$ cat config.mk
export PLATFORM = sky130hd
export DESIGN_NAME = tv_fb_fetch
export DESIGN_NICKNAME = d
export VERILOG_FILES = /design/src/rtl/tv_fb_fetch.sv
export SDC_FILE = /design/constraint.sdc
export NUM_CORES = 1
export LEC_CHECK = 0
export BUFFER_PORTS_ARGS = -buffer_cell sky130_fd_sc_hd__buf_2
export CORE_UTILIZATION = 45
export CTS_CLUSTER_SIZE = 20
export DETAILED_ROUTE_END_ITERATION = 6
export PLACE_DENSITY = 0.69
export RECOVER_POWER = 25
export SYNTH_ARGS = -nofsm -noshare
export SYNTH_HDL_FRONTEND = slang
export SYNTH_SLANG_ARGS = --single-unit
$ cat constraint.sdc
create_clock -name clk -period 2.3 [get_ports clk]
set_clock_uncertainty 0.2 [all_clocks]
set_input_delay 0.46 -clock clk [delete_from_list [all_inputs] [get_ports clk]]
set_output_delay 0.46 -clock clk [all_outputs]
set_load 0.05 [all_outputs]
$ cat src/rtl/tv_fb_fetch.sv
// Framebuffer scan-out: prefetches 8-pixel words from a single-port video RAM,
// serialises them MSB-first at the pixel rate, and slots host writes into idle RAM cycles.
module tv_fb_fetch #(
  parameter int H_VISIBLE = 512,
  parameter int V_VISIBLE = 288,
  parameter int H_TOTAL   = 640,
  parameter int V_TOTAL   = 309,
  parameter int ADDR_W    = 15
) (
  input  logic              clk,
  input  logic              reset_,
  input  logic              pix_ce,
  input  logic [9:0]        xpos,
  input  logic [8:0]        ypos,
  output logic              pixel,
  output logic [ADDR_W-1:0] ram_addr,
  output logic              ram_we,
  output logic [7:0]        ram_wdata,
  input  logic [7:0]        ram_rdata,
  input  logic              host_req,
  input  logic [ADDR_W-1:0] host_addr,
  input  logic [7:0]        host_data,
  output logic              host_ack
);

  localparam int WORDS_PER_LINE = H_VISIBLE / 8;
  localparam int NUM_WORDS      = WORDS_PER_LINE * V_VISIBLE;

  localparam logic [ADDR_W-1:0] WPL_A       = ADDR_W'(WORDS_PER_LINE);
  localparam logic [ADDR_W-1:0] NUM_WORDS_A = ADDR_W'(NUM_WORDS);
  localparam logic [9:0]        WPL_X       = 10'(WORDS_PER_LINE);
  localparam logic [9:0]        H_VIS_X     = 10'(H_VISIBLE);
  localparam logic [9:0]        LAST_TRIG_X = 10'(H_TOTAL - 4);
  localparam logic [8:0]        V_VIS_Y     = 9'(V_VISIBLE);
  localparam logic [8:0]        LAST_LINE_Y = 9'(V_TOTAL - 1);

  typedef enum logic [1:0] {
    IDLE,
    SCAN_RD,
    SCAN_LAT,
    HOST_WR
  } state_e;

  state_e state_q, state_d;

  logic              scanPend_q, scanPend_d;
  logic [ADDR_W-1:0] scanAddr_q, scanAddr_d;
  logic [7:0]        nextWord_q, nextWord_d;
  logic [7:0]        shift_q, shift_d;
  logic              pixel_q, pixel_d;
  logic [ADDR_W-1:0] ramAddr_q, ramAddr_d;
  logic              ramWe_q, ramWe_d;
  logic [7:0]        ramWdata_q, ramWdata_d;
  logic              hostAck_q, hostAck_d;

  logic [9:0]        grpNext;
  logic [8:0]        nextLine;
  logic              trigger;
  logic [ADDR_W-1:0] trigAddr;
  logic              scanPendAny;
  logic [ADDR_W-1:0] pendAddr;
  logic              hostInRange;
  logic              visible;

  function automatic logic [ADDR_W-1:0] lineBase(input logic [8:0] y);
    return ADDR_W'(y) * WPL_A;
  endfunction

  // Fetch the group after the current one, or group 0 of the next line near line end.
  always_comb begin
    grpNext  = {3'b000, xpos[9:3]} + 10'd1;
    nextLine = (ypos == LAST_LINE_Y) ? 9'd0 : ypos + 9'd1;
    trigger  = 1'b0;
    trigAddr = '0;
    if (pix_ce && xpos[2:0] == 3'd4) begin
      if (grpNext < WPL_X && ypos < V_VIS_Y) begin
        trigger  = 1'b1;
        trigAddr = lineBase(ypos) + ADDR_W'(grpNext);
      end else if (xpos == LAST_TRIG_X && nextLine < V_VIS_Y) begin
        trigger  = 1'b1;
        trigAddr = lineBase(nextLine);
      end
    end
  end

  // A trigger seen while IDLE goes straight to SCAN_RD without waiting on scan_pend.
  assign scanPendAny = scanPend_q | trigger;
  assign pendAddr    = trigger ? trigAddr : scanAddr_q;
  assign hostInRange = (host_addr < NUM_WORDS_A);
  assign visible     = (xpos < H_VIS_X) && (ypos < V_VIS_Y);

  always_ff @(posedge clk or negedge reset_) begin
    if (!reset_) begin
      state_q <= IDLE;
    end else begin
      state_q <= state_d;
    end
  end

  always_comb begin
    state_d = state_q;
    case (state_q)
      IDLE: begin
        if (scanPendAny) begin
          state_d = SCAN_RD;
        end else if (host_req) begin
          state_d = HOST_WR;
        end
      end
      SCAN_RD:  state_d = SCAN_LAT;
      SCAN_LAT: state_d = IDLE;
      HOST_WR:  state_d = IDLE;
      default:  state_d = IDLE;
    endcase
  end

  // RAM-side outputs are registered, so they are decoded from the state being entered.
  always_comb begin
    ramAddr_d  = ramAddr_q;
    ramWe_d    = 1'b0;
    ramWdata_d = ramWdata_q;
    hostAck_d  = 1'b0;
    case (state_d)
      SCAN_RD: ramAddr_d = pendAddr;
      HOST_WR: begin
        ramAddr_d  = host_addr;
        ramWdata_d = host_data;
        ramWe_d    = hostInRange;
        hostAck_d  = 1'b1;
      end
      default: ;
    endcase
  end

  always_comb begin
    scanPend_d = scanPend_q;
    scanAddr_d = scanAddr_q;
    if (trigger) begin
      scanPend_d = 1'b1;
      scanAddr_d = trigAddr;
    end
    if (state_d == SCAN_RD) begin
      scanPend_d = 1'b0;
    end
    nextWord_d = (state_q == SCAN_LAT) ? ram_rdata : nextWord_q;
  end

  // Serialiser: group boundaries load the prefetched word, blanking forces black.
  always_comb begin
    pixel_d = pixel_q;
    shift_d = shift_q;
    if (pix_ce) begin
      if (!visible) begin
        pixel_d = 1'b0;
      end else if (xpos[2:0] == 3'd0) begin
        pixel_d = nextWord_q[7];
        shift_d = {nextWord_q[6:0], 1'b0};
      end else begin
        pixel_d = shift_q[7];
        shift_d = {shift_q[6:0], 1'b0};
      end
    end
  end

  always_ff @(posedge clk or negedge reset_) begin
    if (!reset_) begin
      scanPend_q <= 1'b0;
      scanAddr_q <= '0;
      nextWord_q <= '0;
      shift_q    <= '0;
      pixel_q    <= 1'b0;
      ramAddr_q  <= '0;
      ramWe_q    <= 1'b0;
      ramWdata_q <= '0;
      hostAck_q  <= 1'b0;
    end else begin
      scanPend_q <= scanPend_d;
      scanAddr_q <= scanAddr_d;
      nextWord_q <= nextWord_d;
      shift_q    <= shift_d;
      pixel_q    <= pixel_d;
      ramAddr_q  <= ramAddr_d;
      ramWe_q    <= ramWe_d;
      ramWdata_q <= ramWdata_d;
      hostAck_q  <= hostAck_d;
    end
  end

  assign pixel     = pixel_q;
  assign ram_addr  = ramAddr_q;
  assign ram_we    = ramWe_q;
  assign ram_wdata = ramWdata_q;
  assign host_ack  = hostAck_q;

endmodule
==> results by group <==
Layout
  – Final nets: 543
  – Layout cell share with drive strength beyond 1: 56.4%
  – Final instance area: ~5200 µm²
  – Fin util: 72.2%
  – Area Overhead vs Synth: 56.0%
  – # diodes: 0
  – Post-Layout Cell Count: about 590

Synthesis
  – Mapped Area: 3340 µm²
  – Syn Inst Count: 310
  – Avg Cell Area, Syn: 10.8 µm²
  – Most frequent cell after synthesis: dfrtp_1
  – Synth warnings: 0
  – Unique masters post-synth: 76
  – Main area contributors after synthesis: dfrtp_1 (44%), mux2_2 (7.4%), mux2i_1 (4.8%)
  – Async S/R FF share, synth: 100%
  – Top_reg_cell synth: dfrtp_1
  – Net Count, Synth: 370
  – Synth Register Bits: 59
  – Yosys top cell by area: dfrtp_1
  – EDFF count, synth: 0
  – Top-area cell type share of the netlist area: 44.2%
  – Synth cell count leaders: dfrtp_1 (59), nand2_1 (27), mux2_2 (22)
  – Sequential cell area fraction in the yosys report: between 40 and 50%

Timing
  – RSZ-0062 raised after global routing: yes
  – Final Hold Viols: 0
  – Slew HR: 17.9%
  – Setup WS post-layout: -0.134 ns
  – Final Cycle Share: 106%
  – Final Max Slew Viols: 0
  – Slew at the pin closest to its max-slew limit: 1.23 ns
  – Final setup fails: 26
  – Fin crit period: about 2.4 ns
  – Setup TNS: -2.19 ns
  – Max frequency: 411 MHz

Die
  – Die height: just under 90 µm
  – I/O Pins: 80
  – Die Wd: about 90 µm
  – Die area: 7770 µm²
  – # rows: 31
  – Core area: 7210 µm²
  – Initial Utilization: between 40 and 50%

Placed design
  – Inst Count DP: 551
  – Port-buffer cells: 79
  – Final Wtd Congestion: ~0.85
  – Area after DPL: 4540 µm²
  – Detailed Place HPWL: 7050 µm

CTS
  – Num CTS Buffers: 9
  – Clk root buf: clkbuf_8
  – CTS tree: built
  – CTS clock-pin slew for the worst setup and hold paths: 0.07 ns
  – CTS Buffer Depth: 2
  – Num Clock Sinks: 59
  – H-tree levels: 3
  – Skew-Pair Late Insertion Delay: 0.34 ns

Routing
  – Wire length per cell: 16.5 µm
  – Top Layer Used: met4
  – Antenna Violating Nets Remaining: 0
  – Met3 wire len: roughly 360 µm
  – Initial DRC Count: 131
  – Met2 Wirelength: 5090 µm
  – Post-route DRC: 0
  – DRT Pass-1 Iters: 4
  – Metal-1 WL: approximately 4200 µm
  – Routed wire length: 9710 µm
  – Vias per inst: 5.21
  – DR vias: 3,059

GRT
  – Vias in the first global route: 3,065
  – All-Layer GR Usage: 26.1%
  – First-pass GRT wire length: 15,100 µm
  – Initial antenna violation count: 0
  – Grt total ovfl: 0
  – Largest net degree at the start of global routing: 38

Power and ir drop
  – Peak supply drop: 0.703 mV
  – Pwr dens: between 800 and 900 nW/µm²
  – Cell leakage power: 2.48 nW

Critical path
  – Element type at the critical path end: flip-flop
  – CP bufs+invs: 1
  – Slowest Stage Delay on Critical Path: about 0.27 ns
  – Crit path max fanout: 4
  – WP data required: 2.32 ns
  – CP Launch Type: primary input
  – CP Class: primary input to flip-flop
  – R2R depth: 7
  – R2r endpoint: ram_addr[1]
  – R2R Setup Slk: about 0.19 ns
  – Crit path cell chain: buf_6, and2_4, nand4_1, nor2_2, ha_1, a21o_4, a22o_4, a32o_2, mux2_4, o221a_1
  – CP arrival: 2.46 ns
  – Worst path slowest cell: ha_1
  – RR Startpoint: scanPend_q
  – CP delay by family, top: compound AO/OA/AOI/OAI gates

Min path
  – Worst hold stages: 2
  – Hold Path Class: primary input to flip-flop
  – Worst Min Path Start: host_addr[14]
  – Hold path endpoint: ram_we

Status
  – Status: finished, violations left
  – Failing checks: negative setup slack

Flow run
  – Max-cap viol count: 0
==> worst register-to-register path: cells and delay by family, from the launching register on <==
kind	cells	cell delay (ns)
AOI/OAI and AO/OA	2	0.29
DFF	1	0.38
and+or+nand+nor	3	0.79
buffers and inverters	2	0.35
==> per-stage QoR <==
| stage | worst slack, ns | hold WS, ns | power, mW |
|---|---|---|---|
| after CTS | -0.0901 | 0.0770 | 4.46 |
| after global placement | -0.560 | 0.263 | 3.12 |
| after detailed placement | -0.604 | 0.268 | 3.16 |
| after global routing | -0.186 | 0.0743 | 4.70 |
| final | -0.134 | 0.0820 | 4.50 |
| after floorplan | -0.317 | -0.0356 | 2.67 |
==> how the worst max path moves through the flow <==
stage,start,endpoint,slack [ns],cells past startpoint
6_report,xpos[4],ram_addr[9],-0.13,10
5_1_grt,ypos[1],ram_addr[11],-0.19,10
4_1_cts,xpos[3],ram_addr[9],-0.09,11
3_5_place_dp,xpos[3],ram_addr[10],-0.60,13
3_3_place_gp,xpos[3],ram_addr[13],-0.56,12
2_1_floorplan,xpos[3],ram_addr[9],-0.32,9
==> placed cells by master (no fill, tap or decap), drive strengths merged, types with 4 or more instances in the layout <==
| master | instances |
|---|---|
| dfrtp | 59 |
| o221a | 6 |
| buf | 171 |
| a21oi | 13 |
| or2 | 5 |
| o21ai | 20 |
| and3 | 4 |
| mux2i | 16 |
| ha | 5 |
| a22o | 4 |
| xnor2 | 7 |
| inv | 9 |
| mux2 | 25 |
| or3 | 4 |
| clkbuf | 14 |
| clkinv | 4 |
| nand2 | 28 |
| nand4 | 4 |
| nor2 | 20 |
| nand3 | 8 |
==> cell families after synthesis <==
group	share of synthesized area (%)
adder cells (fa/ha/maj)	2.47
buffers and inverters	4.61
XOR/XNOR	2.36
AND/OR/NAND/NOR	14.7
AO/OA/AOI/OAI	18.2
flip-flops	44.2
multiplexers	13.5
==> sequential cells by signal, summed over array words and instances (netlist names) <==
signal and count:
ram_addr 15, pixel 1, ram_we 1, scanAddr_q 15, shift_q 7, ram_wdata 8, host_ack 1, nextWord_q 8
state_q 2, scanPend_q 1
==> report_power, final <==
group	switching, mW	internal [mW]
Clock	0.421	0.807
Sequential	0.182	1.34
Combinational	1.03	0.720
Total	1.64	2.86
==> routing by layer <==
layer	GRT usage, %	vias up
li1	-	1488
met1	33.1	1496
met2	45.9	69
met3	5.66	6
met4	5.87	0
met5	0	-
==> what timing repair did <==
item | 4_1_cts | 5_1_grt
cloned | 1 | 1
gates resized for setup | 39 | 24
setup endpoints to repair | 24 | 33
pin swaps | 15 | 7
hold endpoints to repair | 22 | 0
buffers inserted | 8 | 10
hold buffers | 1 | 0
==> area by class of cell <==
type | instances | area [µm²]
clock buffers | 12 | 165
clock inverters | 4 | 95.1
fillers | 517 | 2010
inverters | 11 | 63.8
multi-input cells | 227 | 2060
flip-flops and latches | 59 | 1480
well taps | 99 | 124
repair buffers | 174 | 1220
repair inverters | 1 | 8.76
Note: power is estimated with default switching activity, not from simulation.
